**config.mk**
```make
export PLATFORM = sky130hd
export DESIGN_NAME = pipe_muldiv_ctrl
export DESIGN_NICKNAME = d
export VERILOG_FILES = /design/src/rtl/pipe_muldiv_ctrl.sv
export SDC_FILE = /design/constraint.sdc
export NUM_CORES = 1
export LEC_CHECK = 0
export ABC_AREA = 0
export CORE_AREA = 2 2 274 276
export DETAILED_ROUTE_END_ITERATION = 6
export DIE_AREA = 0 0 276 278
export GPL_ROUTABILITY_DRIVEN = 0
export PLACE_DENSITY = 0.48
export SYNTH_ARGS = -nofsm -noshare
export SYNTH_HDL_FRONTEND = slang
export SYNTH_SLANG_ARGS = --single-unit
```
**constraint.sdc**
```tcl
create_clock -name clk -period 3.5 [get_ports clk]
set_input_delay 0.525 -clock clk [delete_from_list [all_inputs] [get_ports clk]]
set_output_delay 0.525 -clock clk [all_outputs]
set_load 0.02 [all_outputs]
```
**src/rtl/pipe_muldiv_ctrl.sv**
```systemverilog
// pipe_muldiv_ctrl: iterative MIPS-style mul/div unit with HI/LO registers.
// Ports: clk, rst_n (async low), start/op/a/b request, flush abort,
//        busy (stall), done (result pulse), hi/lo register contents.
module pipe_muldiv_ctrl #(
    parameter int XLEN = 32
) (
    input  logic            clk,
    input  logic            rst_n,
    input  logic            start,
    input  logic [2:0]      op,
    input  logic [XLEN-1:0] a,
    input  logic [XLEN-1:0] b,
    input  logic            flush,
    output logic            busy,
    output logic            done,
    output logic [XLEN-1:0] hi,
    output logic [XLEN-1:0] lo
);

    localparam int W = XLEN;

    localparam logic [1:0] S_IDLE = 2'd0;
    localparam logic [1:0] S_PREP = 2'd1;
    localparam logic [1:0] S_CALC = 2'd2;
    localparam logic [1:0] S_FIX  = 2'd3;

    logic [1:0]     state;
    logic [4:0]     cnt;
    logic           is_div;
    logic           is_sgn;
    logic [W-1:0]   ra;
    logic [W-1:0]   rb;
    logic [W-1:0]   opnd;
    logic [2*W-1:0] acc;
    logic           neg_q;
    logic           neg_r;
    logic           dz;
    logic           done_q;
    logic [W-1:0]   hi_q;
    logic [W-1:0]   lo_q;

    logic [W-1:0]   abs_a;
    logic [W-1:0]   abs_b;
    logic [W:0]     msum;
    logic [2*W-1:0] mul_nxt;
    logic [W:0]     rsh;
    logic [W:0]     dif;
    logic           dq;
    logic [2*W-1:0] div_nxt;
    logic [2*W-1:0] prod;
    logic [W-1:0]   quo;
    logic [W-1:0]   rem;
    logic [W-1:0]   fix_hi;
    logic [W-1:0]   fix_lo;

    assign busy = (state != S_IDLE);
    assign done = done_q;
    assign hi   = hi_q;
    assign lo   = lo_q;

    always_comb begin
        abs_a = (is_sgn && ra[W-1]) ? -ra : ra;
        abs_b = (is_sgn && rb[W-1]) ? -rb : rb;

        // Multiply: multiplier sits in the low half and is shifted out
        // while the partial product grows into the high half.
        msum    = {1'b0, acc[2*W-1:W]} + (acc[0] ? {1'b0, opnd} : '0);
        mul_nxt = {msum, acc[W-1:1]};

        // Restoring divide: remainder high, quotient bits enter at bit 0.
        rsh     = {acc[2*W-1:W], acc[W-1]};
        dif     = rsh - {1'b0, opnd};
        dq      = ~dif[W];
        div_nxt = {(dq ? dif[W-1:0] : rsh[W-1:0]), acc[W-2:0], dq};

        prod = neg_q ? -acc : acc;
        quo  = neg_q ? -acc[W-1:0] : acc[W-1:0];
        rem  = neg_r ? -acc[2*W-1:W] : acc[2*W-1:W];

        fix_hi = prod[2*W-1:W];
        fix_lo = prod[W-1:0];
        if (is_div) begin
            fix_hi = rem;
            fix_lo = quo;
            // Zero divisor: fixed all-ones quotient, raw dividend remainder.
            if (dz) begin
                fix_hi = ra;
                fix_lo = '1;
            end
        end
    end

    always_ff @(posedge clk or negedge rst_n) begin
        if (!rst_n) begin
            state  <= S_IDLE;
            cnt    <= '0;
            is_div <= 1'b0;
            is_sgn <= 1'b0;
            ra     <= '0;
            rb     <= '0;
            opnd   <= '0;
            acc    <= '0;
            neg_q  <= 1'b0;
            neg_r  <= 1'b0;
            dz     <= 1'b0;
            done_q <= 1'b0;
            hi_q   <= '0;
            lo_q   <= '0;
        end else begin
            done_q <= 1'b0;
            if (flush && state != S_IDLE) begin
                state <= S_IDLE;
            end else begin
                unique case (state)
                    S_IDLE: begin
                        if (start && !flush) begin
                            if (!op[2]) begin
                                is_div <= op[1];
                                is_sgn <= ~op[0];
                                ra     <= a;
                                rb     <= b;
                                state  <= S_PREP;
                            end else if (op[1:0] == 2'b00) begin
                                hi_q <= a;
                            end else if (op[1:0] == 2'b01) begin
                                lo_q <= a;
                            end
                        end
                    end
                    S_PREP: begin
                        opnd  <= is_div ? abs_b : abs_a;
                        acc   <= {{W{1'b0}}, (is_div ? abs_a : abs_b)};
                        neg_q <= is_sgn & (ra[W-1] ^ rb[W-1]);
                        neg_r <= is_sgn & ra[W-1];
                        dz    <= is_div & (rb == '0);
                        cnt   <= '0;
                        state <= S_CALC;
                    end
                    S_CALC: begin
                        acc <= is_div ? div_nxt : mul_nxt;
                        cnt <= cnt + 5'd1;
                        if (cnt == 5'd31) state <= S_FIX;
                    end
                    S_FIX: begin
                        hi_q   <= fix_hi;
                        lo_q   <= fix_lo;
                        done_q <= 1'b1;
                        state  <= S_IDLE;
                    end
                    default: state <= S_IDLE;
                endcase
            end
        end
    end

endmodule

```
==> results of run 1 <==
-- per-layer routing --
layer	global-route usage, %	up-vias	wire length [um]
met3	2.89	107	4760
met1	25.6	8797	33000
li1	-	8159	-
met5	0	-	0
met4	5.23	0	2270
met2	30.1	613	33500
-- registers in the layout, indices dropped and copies added, names as in the netlist --
name / flops
is_div: 1
dz: 1
acc: 64
is_sgn: 1
neg_r: 1
done: 1
neg_q: 1
ra: 32
rb: 32
hi: 32
state: 2
opnd: 32
cnt: 5
lo: 32
-- where the power goes --
group	switching (mW)	total, mW	leakage (nW)	internal (mW)
Combinational	10.1	17.2	5.97	7.11
Sequential	1.77	5.76	2.97	3.99
Clock	1.34	3.38	0.510	2.03
Total	13.2	26.4	9.45	13.1
-- cell type report --
class	instances	area (um^2)
clock buffers	43	891
clock inverters	8	140
fillers	7761	51100
inverters	67	251
multi-input cells	1716	11600
flip-flops and latches	237	5940
well taps	969	1210
repair buffers	296	2700
-- layout by cell type, fill, tap and decap left out, types with 26 or more instances in the layout --
cell type        instances
dfrtp_1                235
clkbuf_16               31
xnor2_1                119
ha_1                    72
a21oi_1                149
o21ai_0                224
clkdlybuf4s50_1        135
nor2_1                 161
inv_1                   65
nand2b_1                27
buf_4                  149
nand2_1                273
mux2_2                  71
xor2_1                  74
o31ai_1                 26
mux2i_1                 65
o22ai_1                 41
-- final timing paths --
check / startpoint / endpoint / slack [ns] / cells after the start
min in group asynchronous: rst_n / rb[28] / 0.56 / 2
worst max register to register: acc[46] / hi[20] / 0.07 / 11
worst min-delay path: cnt[4] / cnt[4] / 0.48 / 2
worst min register to register: cnt[4] / cnt[4] / 0.48 / 2
max in group asynchronous: rst_n / lo[29] / 2.08 / 3
worst max-delay path: acc[46] / hi[20] / 0.07 / 11
-- kinds of logic after synthesis --
| logic type | count (synthesis) | share of synthesized area, % |
|---|---|---|
| AO/OA/AOI/OAI | 645 | 21.6 |
| buffers and inverters | 215 | 4.47 |
| adder cells (fa/ha/maj) | 76 | 5.30 |
| multiplexers | 153 | 10.0 |
| AND/OR/NAND/NOR | 648 | 16.7 |
| XOR/XNOR | 194 | 9.36 |
| flip-flops | 237 | 32.5 |
-- through the flow --
step / setup TNS, ns / std cells
floorplan: 0 / 2168
global placement: -6.48 / 3280
detailed placement: -8.36 / 3280
CTS: 0 / 3335
global route: -0.00762 / 3336
finish: 0 / 3336
-- critical path: cells and delay by family, from the launching register on --
kind	cells	cell delay [ns]
AND/OR/NAND/NOR	4	1.34
buffers and inverters	2	0.39
flip-flops	1	0.41
XOR/XNOR	1	0.33
AO/OA/AOI/OAI	4	0.81
-- repair_timing --
item / CTS / global route
hold endpoints to repair: 2 / 0
buffers inserted: 3 / 1
hold buffers: 1 / 0
pin swaps: 0 / 5
resized for setup: 3 / 24
endpoints found under the setup margin: 34 / 34
==> results.toml, run 1 <==
[layout]
count_of_nets_after_finishing = 2495
final_layout_size_suffix_gt1_share_pct = 14.4
fin_area_um2 = 22800
antennaDiodeCount = 0
finalCoreUtilization_pct = 30.8
areaGrowthSynthToFinish_pct = 24.9

[run]
cap_violations = 0

[floorplan]
core-area_um2 = 73800
placementRows = 100
io_pins = 137
design.die.area_um2 = 76700
dieWidth_um = 276
initial_core_util_pct = 24.7
die_height_um = 278

[timing]
timing.final.setup_violations = 0
rsz0062_at_grt = "yes"
min_period_over_period_pct = 98.1
worstMarginPinSlew_ns = 0.955
finalWorstPathRequiredPeriod_ns = 3.43
hold-worst-slack_ns = 0.476
finalHoldViolCount = 0
maxClockFrequency_mhz = 291
finalClockSkew_ns = 0.0140
timing_max_transition_violations_final = 0
slew_headroom_pct = 35.7
postLayoutSetupSlackWorst_ns = 0.0657

[min_path]
type_of_the_worst_min_delay_path = "reg2reg"

[drt]
wl_mm = 73.5
route.vias.total = 17676
drt_first_iter_violations = 1536
via_per_inst = 5.30
drt_drc_violations_left = 4
dr.pass1.iters = 7
detail-route-antenna-nets = 0
avgRoutedWirePerCell_um = 22.0

[synth]
ys_dominant_reg_cell = "dfrtp_1"
synth-warning-count = 0
yosysTopAreaCell = "dfrtp_1"
synthDominantCellAreaShare_pct = 32.5
synthArstFlopShare_pct = 100
flip_flop_and_latch_count_after_synthesis = 237
synth_most_common_cell = "nand2_1"
syn_inst = 2168
synth_enable_flop_cells = 0
yosys-top-cells-area = "dfrtp_1, o21ai_0, xnor2_1"
synth_area_per_cell_um2 = 8.41
postSynthNetCount = 2315
synth_commonest_cells = "nand2_1, dfrtp_1, o21ai_0"
syn_area_um2 = 18200
ys_seq_area_share_pct = 32.5
synth_cell_type_count = 81

[placement]
detailedPlace.worstSlack_ns = -0.329
port_buffers = 136
place_area_um2 = 21600
place_hpwl_mm = 56.7

[setup_path]
worstPathRequired_ns = 3.96
crit_path_capture_type = "register"
timing_worst_setup_path_type = "reg2reg"
critical-path-max-stage-delay_ns = 0.57
crit_fanout = 8
timing.critical_path.cells = "buf_4 > or4_4 > nand2b_1 > nor3_1 > nand2b_1 > o31ai_1 > xor2_1 > o21ai_0 > a311oi_1 > buf_4 > o22ai_1"
cp-start-kind = "register"
critical_path.slowest_cell = "or4_4"
arrival_ns = 3.90

[global_routing]
initial_antenna_violation_count = 1
via_count_of_the_first_global_routing_pass = 17081
wire_length_of_the_first_global_routing_pass_mm = 110
global_route.usage.total_pct = 18.6
grt_remaining_overflow = 0
grt_max_degree = 95

[clocking]
clkSinkCount = 237
htreeDepth = 1
clk-insertion-delay-late_ns = 0.60
numCtsBuffers = 30
ctsLongestPathBuffers = 3
ctsRootBufferMaster = "clkbuf_16"
worst_setup_hold_path_clk_slew_ns = 0.06
tritoncts = "built"

[run_status]
outcome = "complete, but fails checks"
violations_in_the_final_reports = "DRC"

[power_and_ir_drop]
cellLeakagePower_nw = 9.45
p_total_mw = 26.4
ir_drop_mv = 0.494
power_per_cell_area_nw_per_um2 = 1160
(Power assumes the default switching activity.)
==> inputs of run 2 (changes only) <==
--- a/config.mk
+++ b/config.mk
@@ -9,8 +9,7 @@
 export CORE_AREA = 2 2 274 276
 export DETAILED_ROUTE_END_ITERATION = 6
 export DIE_AREA = 0 0 276 278
-export GPL_ROUTABILITY_DRIVEN = 0
-export PLACE_DENSITY = 0.48
+export PLACE_DENSITY = 0.45
 export SYNTH_ARGS = -nofsm -noshare
 export SYNTH_HDL_FRONTEND = slang
 export SYNTH_SLANG_ARGS = --single-unit
==> run 2 against run 1 <==
  * The flow finishes with violations (DRC, hold timing)
  * First-iteration DRC count shrank 7.3%
  * Register-to-register slack gained 0.06 ns
  * Count of clock-buffer cells in the layout grew 6
  * Routed wire length grew 2.1%
  * Cell count grew 0.27%
  * Core utilization is essentially flat
  * Critical path depth shrank 2
  * Clock power shrank 1%
  * Hold slack lost 0.50 ns
  * Combinational power is essentially flat
  * Via count shrank 1.4%
  * Die area is the same
  * Critical endpoint is now acc[30]
==> results.toml, run 2 (same netlist as run 1, synthesis figures left out) <==
[setup_path]
worst-r2r-cell-count = 9
worstPathRequired_ns = 3.98
critical-path-max-stage-delay_ns = 0.53
timing.critical_path.cells = "nor4_2 > nand4_4 > or4_4 > or3_4 > o31ai_4 > xor2_1 > inv_1 > mux4_2 > mux2_4"
worst_flop_to_flop_path_endpoint = "acc[30]"
critical_path.slowest_cell = "or4_4"
crit_path_capture_type = "register"
regToRegStartpoint = "rb[9]"
crit_fanout = 6
timing_worst_setup_path_type = "reg2reg"
cp-start-kind = "register"
timing.reg2reg.setup_slack_ns = 0.12
arrival_ns = 3.86

[power_and_ir_drop]
p_switching_mw = 13.3
power.clock.fraction_pct = 12.7
ir_drop_mv = 0.483
power_switching_share_pct = 50.5
internal_power_mw = 13.1
cellLeakagePower_nw = 9.45
power_per_cell_area_nw_per_um2 = 1160
power.share.combinational_pct = 65.3
p_seq_share_pct = 22.0

[global_routing]
wire_length_of_the_first_global_routing_pass_mm = 112
global_route.usage.total_pct = 19.1
grt_remaining_overflow = 0
initial_antenna_violation_count = 3
via_count_of_the_first_global_routing_pass = 17163
grt_max_degree = 98

[timing]
timing_max_transition_violations_final = 0
min_period_over_period_pct = 96.5
slew_headroom_pct = 33.9
finalClockSkew_ns = 0.0184
finalWorstPathRequiredPeriod_ns = 3.38
timing.final.setup_violations = 0
postLayoutSetupSlackWorst_ns = 0.124
hold-worst-slack_ns = -0.0233
worstMarginPinSlew_ns = 0.984
maxClockFrequency_mhz = 296
finalHoldViolCount = 7

[run_status]
outcome = "complete, but fails checks"
violations_in_the_final_reports = "DRC, hold timing"

[clocking]
numCtsBuffers = 31
worst_setup_hold_path_clk_slew_ns = 0.06
htreeDepth = 1
tritoncts = "built"
ctsLongestPathBuffers = 3
ctsRootBufferMaster = "clkbuf_16"
cts_hold_buffers = 0
clkSinkCount = 237
clk-insertion-delay-late_ns = 0.60

[floorplan]
initial_core_util_pct = 24.7
core-area_um2 = 73800
die_height_um = 278
dieWidth_um = 276
io_pins = 137
placementRows = 100
design.die.area_um2 = 76700

[drt]
wl_mm = 75.1
avgRoutedWirePerCell_um = 22.4
route.vias.total = 17431
dr.pass1.iters = 7
drt_drc_violations_left = 3
detail-route-antenna-nets = 0
drt_first_iter_violations = 1424
via_per_inst = 5.21

[layout]
layout_common_cells = "nand2_1, dfrtp_1, o21ai_0"
count_of_nets_after_finishing = 2501
largest_register = "acc"
final_layout_size_suffix_gt1_share_pct = 14.4
layout_commonest_cell = "nand2_1"
areaGrowthSynthToFinish_pct = 24.8
num-fill-cells = 7792
ff_latch_area_um2 = 5940
final_instance_count_without_filler_cells = 3345
max_ffs_per_register = 64
multi_input_area_um2 = 11600
finalCoreUtilization_pct = 30.8
antennaDiodeCount = 0
fin_area_um2 = 22700

[placement]
port_buffers = 136
place.gp.congestion = 0.915
detailedPlace.worstSlack_ns = -0.104
place_hpwl_mm = 58.7
placed_cells_incl_taps = 3286
place_area_um2 = 21600

[run]
cap_violations = 0

[min_path]
type_of_the_worst_min_delay_path = "in2async"
[run 2: changes by cell type in the layout (fill, tap and decap cells not counted), sizes merged]
| cell | delta |
|---|---|
| bufinv | -1 |
| clkinv | -2 |
| inv | +1 |
| clkbuf | +6 |
| buf | +6 |
| dlygate4sd3 | -1 |
[run 2: stage by stage]
step	total power, mW	TNS [ns]	hold WS, ns
after floorplan	15.8	0	0.229
after global placement	22.5	-0.190	0.461
final	26.4	0	-0.0233
after global routing	28.2	-0.0127	0.0449
after detailed placement	22.7	-0.814	0.470
after CTS	26.2	0	0.0152
[run 2: critical path, delay by kind of cell (launching register included)]
family | cells | cell delay, ns
simple gates | 4 | 1.56
flops | 1 | 0.43
xor+xnor | 1 | 0.30
compound gates | 1 | 0.18
buf+inv | 1 | 0.08
mux | 2 | 0.71
[run 2: layout make-up]
| class | count | area share [%] |
|---|---|---|
| flip-flops and latches | 237 | 26.1 |
| repair buffers | 301 | 11.8 |
| clock inverters | 6 | 0.528 |
| clock buffers | 49 | 4.06 |
| well taps | 969 | 5.33 |
| inverters | 67 | 1.11 |
| multi-input cells | 1716 | 51.1 |
[run 2: power by group through the flow]
stage	logic, mW	registers [mW]	clock network [mW]
final	17.2	5.81	3.34
after global routing	18.7	5.99	3.51
after CTS	17.0	5.77	3.42
after detailed placement	16.9	5.81	0
after global placement	16.8	5.77	0
after floorplan	10.4	5.41	0
[run 2: worst max path at each step]
| stage | from | endpoint | slack (ns) | cells past startpoint |
|---|---|---|---|---|
| floorplan | acc[31] | acc[58] | 0.24 | 13 |
| global placement | acc[38] | hi[31] | -0.13 | 10 |
| detailed placement | acc[38] | hi[31] | -0.10 | 10 |
| CTS | opnd[0] | acc[32] | 0.04 | 12 |
| global route | acc[32] | hi[30] | -0.01 | 12 |
| finish | rb[9] | acc[30] | 0.12 | 9 |
[run 2: timing repair]
item / CTS / global route
hold endpoints to repair: 0 / 0
pin swaps: 1 / 6
setup buffers: 2 / 2
resized for setup: 1 / 22
endpoints found under the setup margin: 18 / 35
[run 2: metal layers]
layer	up-vias	GRT usage (%)	share of wire, %
li1	8191	-	-
met1	8545	26.5	45
met2	583	30.0	44
met3	110	3.40	7.1
met4	2	6.26	3.5
met5	-	0.375	0.017
==> inputs of run 3 (changes only) <==
--- a/config.mk
+++ b/config.mk
@@ -6,10 +6,10 @@
 export NUM_CORES = 1
 export LEC_CHECK = 0
 export ABC_AREA = 0
-export CORE_AREA = 2 2 274 276
+export CORE_AREA = 2 2 232 234
 export DETAILED_ROUTE_END_ITERATION = 6
-export DIE_AREA = 0 0 276 278
-export PLACE_DENSITY = 0.45
+export DIE_AREA = 0 0 234 236
+export PLACE_DENSITY = 0.57
 export SYNTH_ARGS = -nofsm -noshare
 export SYNTH_HDL_FRONTEND = slang
 export SYNTH_SLANG_ARGS = --single-unit
==> constraint.sdc (replaced) <==
create_clock -name clk -period 3.5 [get_ports clk]
set_input_delay 0.525 -clock clk [delete_from_list [all_inputs] [get_ports clk]]
set_output_delay 0.525 -clock clk [all_outputs]
set_load 0.01 [all_outputs]
==> run 3 against run 2 <==
  * The run now ends clean
  * Routed wire length is 7.0% lower
  * Cell count is 8.5% lower
  * Maximum frequency is 1.3% lower
  * Combinational power is 3% lower
  * Sequential power is 2% lower
  * Total power is 3.0% lower
  * Hold slack better by 0.50 ns
  * Clock skew is 0.0066 ns lower
  * Critical path type unchanged
==> results.toml, run 3 (same netlist as run 1, synthesis figures left out) <==
[placement]
detailedPlace.worstSlack_ns = -0.0135
port_buffers = 136
place_hpwl_mm = 54.3
place.gp.congestion = 0.933

[global_routing]
via_count_of_the_first_global_routing_pass = 16865
grt_max_degree = 80
wire_length_of_the_first_global_routing_pass_mm = 105
initial_antenna_violation_count = 0
global_route.usage.total_pct = 25.0
grt_remaining_overflow = 0

[power_and_ir_drop]
power.share.combinational_pct = 65.4
power.clock.fraction_pct = 12.5
power_per_cell_area_nw_per_um2 = 1150
ir_drop_mv = 0.559
internal_power_mw = 12.9
p_seq_share_pct = 22.2
power_switching_share_pct = 49.7
cellLeakagePower_nw = 9.39
p_total_mw = 25.6
p_switching_mw = 12.7

[clocking]
clkSinkCount = 237
worst_setup_hold_path_clk_slew_ns = 0.06
clk-insertion-delay-late_ns = 0.58
tritoncts = "built"
numCtsBuffers = 28
ctsLongestPathBuffers = 3
htreeDepth = 1
ctsRootBufferMaster = "clkbuf_16"

[layout]
ff_latch_area_um2 = 5930
antennaDiodeCount = 0
count_of_nets_after_finishing = 2492
num-fill-cells = 5251
largest_register = "acc"
areaGrowthSynthToFinish_pct = 22.3
layout_commonest_cell = "nand2_1"
layout_common_cells = "nand2_1, dfrtp_1, o21ai_0"
multi_input_area_um2 = 11600
max_ffs_per_register = 64
final_layout_size_suffix_gt1_share_pct = 14.0

[drt]
drt_first_iter_violations = 1567
via_per_inst = 5.73
wl_mm = 69.9
avgRoutedWirePerCell_um = 22.8
detail-route-antenna-nets = 0
route.vias.total = 17533
drt_drc_violations_left = 0
dr.pass1.iters = 5

[setup_path]
worstPathRequired_ns = 3.94
timing.reg2reg.setup_slack_ns = 0.08
crit_fanout = 5
worst_flop_to_flop_path_endpoint = "hi[27]"
worst_path_most_repeated_cell = "or3_1"
regToRegStartpoint = "acc[50]"
timing_worst_setup_path_type = "reg2reg"
timing.critical_path.cells = "or3_1 > or4b_1 > buf_4 > or3_1 > or4_1 > o21ai_1 > o21a_1 > nor2_1 > a31oi_1 > o21ai_0"
critPathBufInv = 1
arrival_ns = 3.86
crit_path_capture_type = "register"
timing.critical_path.max_delay_family = "simple AND/OR/NAND/NOR gates"
critical-path-max-stage-delay_ns = 0.57
worst-r2r-cell-count = 10
critical_path.slowest_cell = "or4b_1"
cp-start-kind = "register"

[run]
cap_violations = 0

[timing]
timing.setup.tns_ns = 0
finalHoldViolCount = 0
timing_max_transition_violations_final = 0
postLayoutSetupSlackWorst_ns = 0.0798
worstMarginPinSlew_ns = 0.960
hold-worst-slack_ns = 0.476
slew_headroom_pct = 35.5
finalClockSkew_ns = 0.0119
maxClockFrequency_mhz = 292
min_period_over_period_pct = 97.7
timing.final.setup_violations = 0
finalWorstPathRequiredPeriod_ns = 3.42

[floorplan]
initial_core_util_pct = 34.3
die_height_um = 236
io_pins = 137
core-area_um2 = 53100
dieWidth_um = 234
design.die.area_um2 = 55200
placementRows = 85

[min_path]
timing.hold.worst.start = "lo[7]"
type_of_the_worst_min_delay_path = "reg2reg"
min_path_cells = 2
hold-path-endpoint = "lo[7]"

[run_status]
outcome = "finished clean"
-- run 3: how the worst max path moves through the flow --
stage | from | end | cells past startpoint
5_1_grt | acc[0] | acc[62] | 15
3_5_place_dp | opnd[0] | acc[39] | 12
2_1_floorplan | acc[31] | acc[58] | 13
3_3_place_gp | acc[0] | acc[57] | 14
4_1_cts | acc[0] | acc[57] | 14
6_report | acc[50] | hi[27] | 10
-- run 3: area by class of cell --
class | instances | share of cell area [%]
clock buffers | 41 | 3.86
clock inverters | 10 | 0.612
inverters | 67 | 1.13
multi-input cells | 1716 | 51.9
flip-flops and latches | 237 | 26.6
well taps | 696 | 3.91
repair buffers | 295 | 11.9
-- run 3: power by group through the flow --
stage          combinational (mW)  clock (mW)  sequential [mW]
5_1_grt                      18.1        3.35             5.81
2_1_floorplan                10.4           0             5.15
3_5_place_dp                 16.2           0             5.67
6_report                     16.7        3.19             5.67
4_1_cts                      16.4        3.24             5.62
3_3_place_gp                 16.1           0             5.62
-- run 3: layer usage --
layer	vias to the layer above	wire length (um)	track usage (%)
li1	8146	-	-
met1	8581	31000	34.7
met2	677	31600	39.4
met3	129	4810	3.93
met4	0	2510	8.02
met5	-	0	0
-- run 3: through the flow --
| stage | utilization, % | std cells | instance area, um^2 |
|---|---|---|---|
| after floorplan | - | 2168 | 18200 |
| after global placement | 39.9 | 3006 | 21200 |
| after detailed placement | 39.9 | 3006 | 21200 |
| after CTS | 41.8 | 3059 | 22200 |
| after global routing | 42.0 | 3062 | 22300 |
| final | 42.0 | 3062 | 22300 |
-- run 3: timing repair --
action	4_1_cts	5_1_grt
hold buffers	1	0
gates resized for setup	0	13
hold endpoints to repair	54	0
endpoints found under the setup margin	4	38
buffers inserted	1	3
gates cloned	0	0
pin swaps	0	3
-- run 3: worst register-to-register path, stage by stage (launching register included) --
cell and delay, ns:
dfrtp_1 0.38, or3_1 0.52, or4b_1 0.57, buf_4 0.17, or3_1 0.37, or4_1 0.49
o21ai_1 0.18, o21a_1 0.14, nor2_1 0.03, a31oi_1 0.32, o21ai_0 0.12
